--- config.mk ---
export PLATFORM = sky130hd
export DESIGN_NAME = counter_ctrl_flat
export DESIGN_NICKNAME = d
export VERILOG_FILES = /design/src/rtl/counter_pkg.sv /design/src/rtl/counter_ctrl_if.sv /design/src/rtl/counter_ctrl_counter.sv /design/src/rtl/counter_ctrl.sv /design/src/flat_wrapper.sv
export SDC_FILE = /design/constraint.sdc
export NUM_CORES = 1
export LEC_CHECK = 0
export ABC_AREA = 1
export ABC_CLOCK_PERIOD_IN_PS = 1200
export CORE_MARGIN = 5
export CORE_UTILIZATION = 40
export CTS_CLUSTER_SIZE = 24
export DETAILED_ROUTE_END_ITERATION = 10
export GPL_ROUTABILITY_DRIVEN = 0
export GPL_TIMING_DRIVEN = 0
export PLACE_DENSITY = 0.68
export SLEW_MARGIN = 0
export SYNTH_ARGS = -nofsm -noshare
export SYNTH_HDL_FRONTEND = slang
export SYNTH_SLANG_ARGS = --single-unit
--- constraint.sdc ---
create_clock -name clk -period 1.2 [get_ports clk]
set_clock_uncertainty 0.05 [all_clocks]
set_input_delay 0.24 -clock clk [delete_from_list [all_inputs] [get_ports clk]]
set_output_delay 0.24 -clock clk [all_outputs]
set_load 0.03 [all_outputs]
--- src/rtl/counter_pkg.sv ---
// Shared types and constants for the counter controller.
// FSM encoding, width default and the saturating event-count helper.
package counter_pkg;

  localparam int N_DEF = 4;
  localparam int PCW   = 8;

  typedef enum logic [2:0] {
    S_IDLE,
    S_LOAD,
    S_RUN,
    S_HOLD,
    S_FIN
  } state_e;

  function automatic logic [PCW-1:0] sat_inc(
    input logic [PCW-1:0] v
  );
    return (v == '1) ? v : v + 1'b1;
  endfunction

endpackage

--- src/rtl/counter_ctrl_if.sv ---
// Control/status bundle between a requester and counter_ctrl.
// master drives requests, slave is the controller side.
interface counter_ctrl_if
  import counter_pkg::*;
#(
  parameter int N = N_DEF
) ();

  logic           start;
  logic           mode;
  logic [N-1:0]   start_val;
  logic [N-1:0]   term_val;
  logic           pause;
  logic           abort;
  logic [N-1:0]   q;
  logic           busy;
  logic           done;
  logic [PCW-1:0] period_cnt;

  modport master (
    output start, mode, start_val, term_val,
    output pause, abort,
    input  q, busy, done, period_cnt
  );

  modport slave (
    input  start, mode, start_val, term_val,
    input  pause, abort,
    output q, busy, done, period_cnt
  );

endinterface

--- src/rtl/counter_ctrl_counter.sv ---
// Loadable up-counter, wraps modulo 2^N.
// Synchronous active-high reset; load wins over enable.
module counter_ctrl_counter #(
  parameter int N = 4
) (
  input  logic         clk_i,
  input  logic         rst_i,
  input  logic         load_i,
  input  logic         en_i,
  input  logic [N-1:0] d_i,
  output logic [N-1:0] q_o
);

  logic [N-1:0] q_q;
  logic [N-1:0] q_d;

  always_comb begin
    q_d = q_q;
    if (load_i) begin
      q_d = d_i;
    end else if (en_i) begin
      q_d = q_q + 1'b1;
    end
  end

  always_ff @(posedge clk_i) begin
    if (rst_i) begin
      q_q <= '0;
    end else begin
      q_q <= q_d;
    end
  end

  assign q_o = q_q;

endmodule

--- src/rtl/counter_ctrl.sv ---
// Run controller around a loadable counter: one-shot or
// periodic runs with pause, abort and terminal-event pulses.
module counter_ctrl
  import counter_pkg::*;
#(
  parameter int N = N_DEF
) (
  input  logic clk,
  input  logic reset,
  counter_ctrl_if.slave bus
);

  state_e         state_q, state_d;
  logic           mode_q, mode_d;
  logic [N-1:0]   sv_q, sv_d;
  logic [N-1:0]   tv_q, tv_d;
  logic           done_q, done_d;
  logic [PCW-1:0] pc_q, pc_d;
  logic           load;
  logic           en;
  logic [N-1:0]   cnt;
  logic           term;

  counter_ctrl_counter #(
    .N (N)
  ) u_cnt (
    .clk_i  (clk),
    .rst_i  (~reset),
    .load_i (load),
    .en_i   (en),
    .d_i    (sv_q),
    .q_o    (cnt)
  );

  assign term = (cnt == tv_q);

  always_comb begin
    state_d = state_q;
    mode_d  = mode_q;
    sv_d    = sv_q;
    tv_d    = tv_q;
    done_d  = 1'b0;
    pc_d    = pc_q;
    load    = 1'b0;
    en      = 1'b0;
    unique case (state_q)
      S_IDLE: begin
        if (bus.start && !bus.abort) begin
          mode_d  = bus.mode;
          sv_d    = bus.start_val;
          tv_d    = bus.term_val;
          pc_d    = '0;
          state_d = S_LOAD;
        end
      end
      S_LOAD: begin
        if (bus.abort) begin
          state_d = S_IDLE;
        end else begin
          load    = 1'b1;
          state_d = S_RUN;
        end
      end
      // Leaving HOLD counts on the same edge, so each
      // HOLD cycle costs exactly one edge of latency.
      S_RUN, S_HOLD: begin
        if (bus.abort) begin
          state_d = S_IDLE;
        end else if (bus.pause) begin
          state_d = S_HOLD;
        end else if (term) begin
          done_d  = 1'b1;
          pc_d    = sat_inc(pc_q);
          state_d = mode_q ? S_LOAD : S_FIN;
        end else begin
          en      = 1'b1;
          state_d = S_RUN;
        end
      end
      S_FIN: begin
        state_d = S_IDLE;
      end
      default: begin
        state_d = S_IDLE;
      end
    endcase
  end

  always_ff @(posedge clk) begin
    if (!reset) begin
      state_q <= S_IDLE;
      mode_q  <= 1'b0;
      sv_q    <= '0;
      tv_q    <= '0;
      done_q  <= 1'b0;
      pc_q    <= '0;
    end else begin
      state_q <= state_d;
      mode_q  <= mode_d;
      sv_q    <= sv_d;
      tv_q    <= tv_d;
      done_q  <= done_d;
      pc_q    <= pc_d;
    end
  end

  assign bus.q          = cnt;
  assign bus.busy       = (state_q != S_IDLE);
  assign bus.done       = done_q;
  assign bus.period_cnt = pc_q;

endmodule

--- src/flat_wrapper.sv ---
// flat-port wrapper written by rule: the top's interface ports become plain ports
module counter_ctrl_flat import counter_pkg::*;
#(
  parameter int N = N_DEF
)
  (clk, reset, bus_start, bus_mode, bus_start_val, bus_term_val, bus_pause, bus_abort, bus_q, bus_busy, bus_done, bus_period_cnt);
  counter_ctrl_if #(.N(N)) bus_i ();
  input  logic clk;
  input  logic reset;
  input wire logic [$bits(bus_i.start)-1:0] bus_start;
  input wire logic [$bits(bus_i.mode)-1:0] bus_mode;
  input wire logic [$bits(bus_i.start_val)-1:0] bus_start_val;
  input wire logic [$bits(bus_i.term_val)-1:0] bus_term_val;
  input wire logic [$bits(bus_i.pause)-1:0] bus_pause;
  input wire logic [$bits(bus_i.abort)-1:0] bus_abort;
  output wire logic [$bits(bus_i.q)-1:0] bus_q;
  output wire logic [$bits(bus_i.busy)-1:0] bus_busy;
  output wire logic [$bits(bus_i.done)-1:0] bus_done;
  output wire logic [$bits(bus_i.period_cnt)-1:0] bus_period_cnt;
  assign bus_i.start = bus_start;
  assign bus_i.mode = bus_mode;
  assign bus_i.start_val = bus_start_val;
  assign bus_i.term_val = bus_term_val;
  assign bus_i.pause = bus_pause;
  assign bus_i.abort = bus_abort;
  assign bus_q = bus_i.q;
  assign bus_busy = bus_i.busy;
  assign bus_done = bus_i.done;
  assign bus_period_cnt = bus_i.period_cnt;
  counter_ctrl #(.N(N)) u_core (.clk(clk), .reset(reset), .bus(bus_i));
endmodule
==> results.md <==
* Status: finished with violations
* Failing checks: setup timing
* Commonest non-fill, non-tap cell in the layout: nand2_1
* Max cap viols at 0
* CTS tree: built
* Clock Power Share at 0.246
* Post-synth top area share at 0.376
* Slowest stage delay, CP at 390 ps
* Layer with the highest usage: met2
* Syn. warnings at 0
* Vias per cell at about 4.7
* Syn_nets at 211
* Crit path DAT at ~1500 ps
* Peak VDD IR at 0.522 mV
* Filler instances at 294
* DRT antenna net count at 0
* Endpoints failing setup at 23
* Max Root-Sink Buffers at 2
* Met1 Resource Use GR at 0.192
* Core ar. at 3280 µm²
* DRC Markers at 0
* Die height at 67.7 µm
* NetSw at 473 µW
* HP Class: flop to flop
* Top Ports at 28
* Clock transition at path regs at ~150 ps
* Initial Util at 0.406
* 1st-pass router iterations at 4
* Slew headroom at 0.620
* Placed Instances at 268
* Vias at between 1,000 and 1,500
* Die area at 4590 µm²
* Critical-path top delay cell: dfxtp_4
* Largest net degree at the start of global routing at 16
* # diodes at 0
* Cell Area, Synth at 1330 µm²
* Seq cells post-synth at 25
* Slew Viols, Final at 0
* CTS Buf Count at 3
* Cells after synthesis at around 200
* Sequential share of power at 0.543
* WS Path Type: flop to flop
* PortBufs at 27
* Peak Freq at 722 MHz
* Worst EP required at roughly 1400 ps
* Yosys top cell by area: dfxtp_1
* Share of layout cells above drive strength 1 at 0.412
* Layout Nets at 260
* Site row count at 21
* Leakage at 0.000820 µW
* GRT overflow at 0
* Crit path cell chain: ha_4, nand2_4, nor2_4, nand2_2, nand4_4, buf_12, nand3_2, a21oi_1
* Placed instance area at around 1700 µm²
* P_int at 1110 µW
* Die width at 67.7 µm
* Hold Vio Cnt, Final at 0
* CTS root buf: clkbuf_4
* Clk_lat worst skew at about 320 ps
* Unrepaired setup endpoints after global routing: true
* Crit Path Max Fanout at 5
* 1st-iter DRT viols at 49
* Gr usage total at 0.161
* Final period util at 1.15
* WL per Instance at 11.7 µm
* PD cells at 769 nW/µm²
* Synth-to-layout area growth at 54.6%
* H-tree depth at 1
* Fin worst setup slack at -185 ps
* Syn Area/Cell at ~6.8 µm²
* Synth area leaders: dfxtp_1, nand2_1, a21oi_1, inv_1, nand3_1
* Post-synthesis sequential area ratio at 0.376
* CP Capture Type: flop
* Post-DP HPWL at 2220 µm
* Type of origin of the critical path: flop
* Initial antenna violation count at 0
* Vias in the first global route at approximately 1,300
* Met3 usage at 0.0333
* Crit path time final at approximately 1400 ps
* Logic pwr share at 0.210
* Met2 usage at 0.287
* Most frequent cells in the layout: nand2_1, inv_1, a21oi_1, buf_6, nor2_1
* Synth unique cells at 24
* Drt total wl at 3400 µm
* Number of clock sinks at 25
* Final instance area at approximately 2000 µm²
* Global-route wire length before repair at 5670 µm
* Switching share of power at 0.298
* Slew @ Worst Pin at 569 ps
* Final std cells w/o fill at 289
[path summary, 6_finish.rpt]
path | cells past startpoint | end | from | slack, ps
setup / recovery | 8 | u_core.bus.period_cnt[7] | u_core.bus.period_cnt[0] | -190
hold / removal | 1 | u_core.state_q[2] | u_core.mode_q | 390
setup reg to reg | 8 | u_core.bus.period_cnt[7] | u_core.bus.period_cnt[0] | -190
hold reg to reg | 1 | u_core.state_q[2] | u_core.mode_q | 390
[registers in the layout (all words and copies together), names as in the netlist]
signal,cells
u_core.bus.done,1
u_core.bus.period_cnt,8
u_core.tv_q,4
u_core.u_cnt.q_o,4
u_core.sv_q,4
u_core.mode_q,1
u_core.state_q,3
[what timing repair did]
item | 4_1_cts | 5_1_grt
cloned | 1 | 0
hold buffers | 0 | 0
resized for setup | 123 | 30
endpoints found under the setup margin | 39 | 37
buffers inserted | 13 | 3
hold endpoints to repair | 0 | 0
pin swaps | 15 | 6
[power by group through the flow]
stage	clock (µW)	combinational, µW	sequential [µW]
6_report	391	334	861
3_3_place_gp	0	273	887
2_1_floorplan	0	169	892
3_5_place_dp	0	274	887
5_1_grt	438	370	865
4_1_cts	406	322	863
[critical path, delay by kind of cell, from the launching register on]
family | cells | cell delay [ps]
flops | 1 | 390
compound gates | 1 | 60
buf+inv | 1 | 190
simple gates | 5 | 420
fa+ha+maj | 1 | 160
[stage by stage]
| step | utilization | hold slack [ps] | TNS (ps) | total power [µW] | worst slack, ps |
|---|---|---|---|---|---|
| 6_report | 0.627 | 392 | -2060 | 1590 | -185 |
| 4_1_cts | 0.594 | 376 | -1690 | 1590 | -156 |
| 3_5_place_dp | 0.524 | 362 | -13410 | 1160 | -590 |
| 3_3_place_gp | 0.524 | 362 | -13100 | 1160 | -557 |
| 2_1_floorplan | - | 328 | -957 | 1060 | -149 |
| 5_1_grt | 0.627 | 399 | -4470 | 1670 | -287 |
[cells by family after synthesis]
group | after synthesis | share of synthesized area
flops | 25 | 0.376
xor+xnor | 3 | 0.0197
buf+inv | 34 | 0.0995
compound gates | 38 | 0.148
fa+ha+maj | 2 | 0.0188
simple gates | 93 | 0.338
[layer usage]
| metal | part of all wire | vias to the layer above |
|---|---|---|
| li1 | - | 723 |
| met1 | 0.45 | 617 |
| met2 | 0.51 | 20 |
| met3 | 0.041 | 2 |
| met4 | 0.0047 | 0 |
| met5 | 0 | - |
[synthesized netlist by cell type]
cell      instances
o22ai_1           1
clkbuf_1          1
nand2_1          44
nor2_1           18
o21ai_0          14
clkbuf_2          1
nand3_2           1
ha_1              2
dfxtp_1          25
xor2_1            3
nand4_4           1
buf_2             3
nor3_1            1
or2_1             1
nand2_2           4
inv_2             2
inv_1            27
a21oi_2           1
a21oi_1          21
o211ai_1          1
nand4_1           3
nand2_4           2
nand3_1          15
nor2_4            3
[layout make-up]
type / count / area [µm²] / area share
Buffer: 5 / 42.5 / 0.0206
Clock buffer: 3 / 22.5 / 0.0109
Clock inverter: 1 / 7.51 / 0.00364
Inverter: 29 / 109 / 0.0528
Multi-Input combinational cell: 136 / 853 / 0.414
Sequential cell: 25 / 547 / 0.265
Tap cell: 46 / 57.6 / 0.0279
Timing Repair Buffer: 44 / 422 / 0.205
No activity file was read; power rests on OpenSTA's default activity.
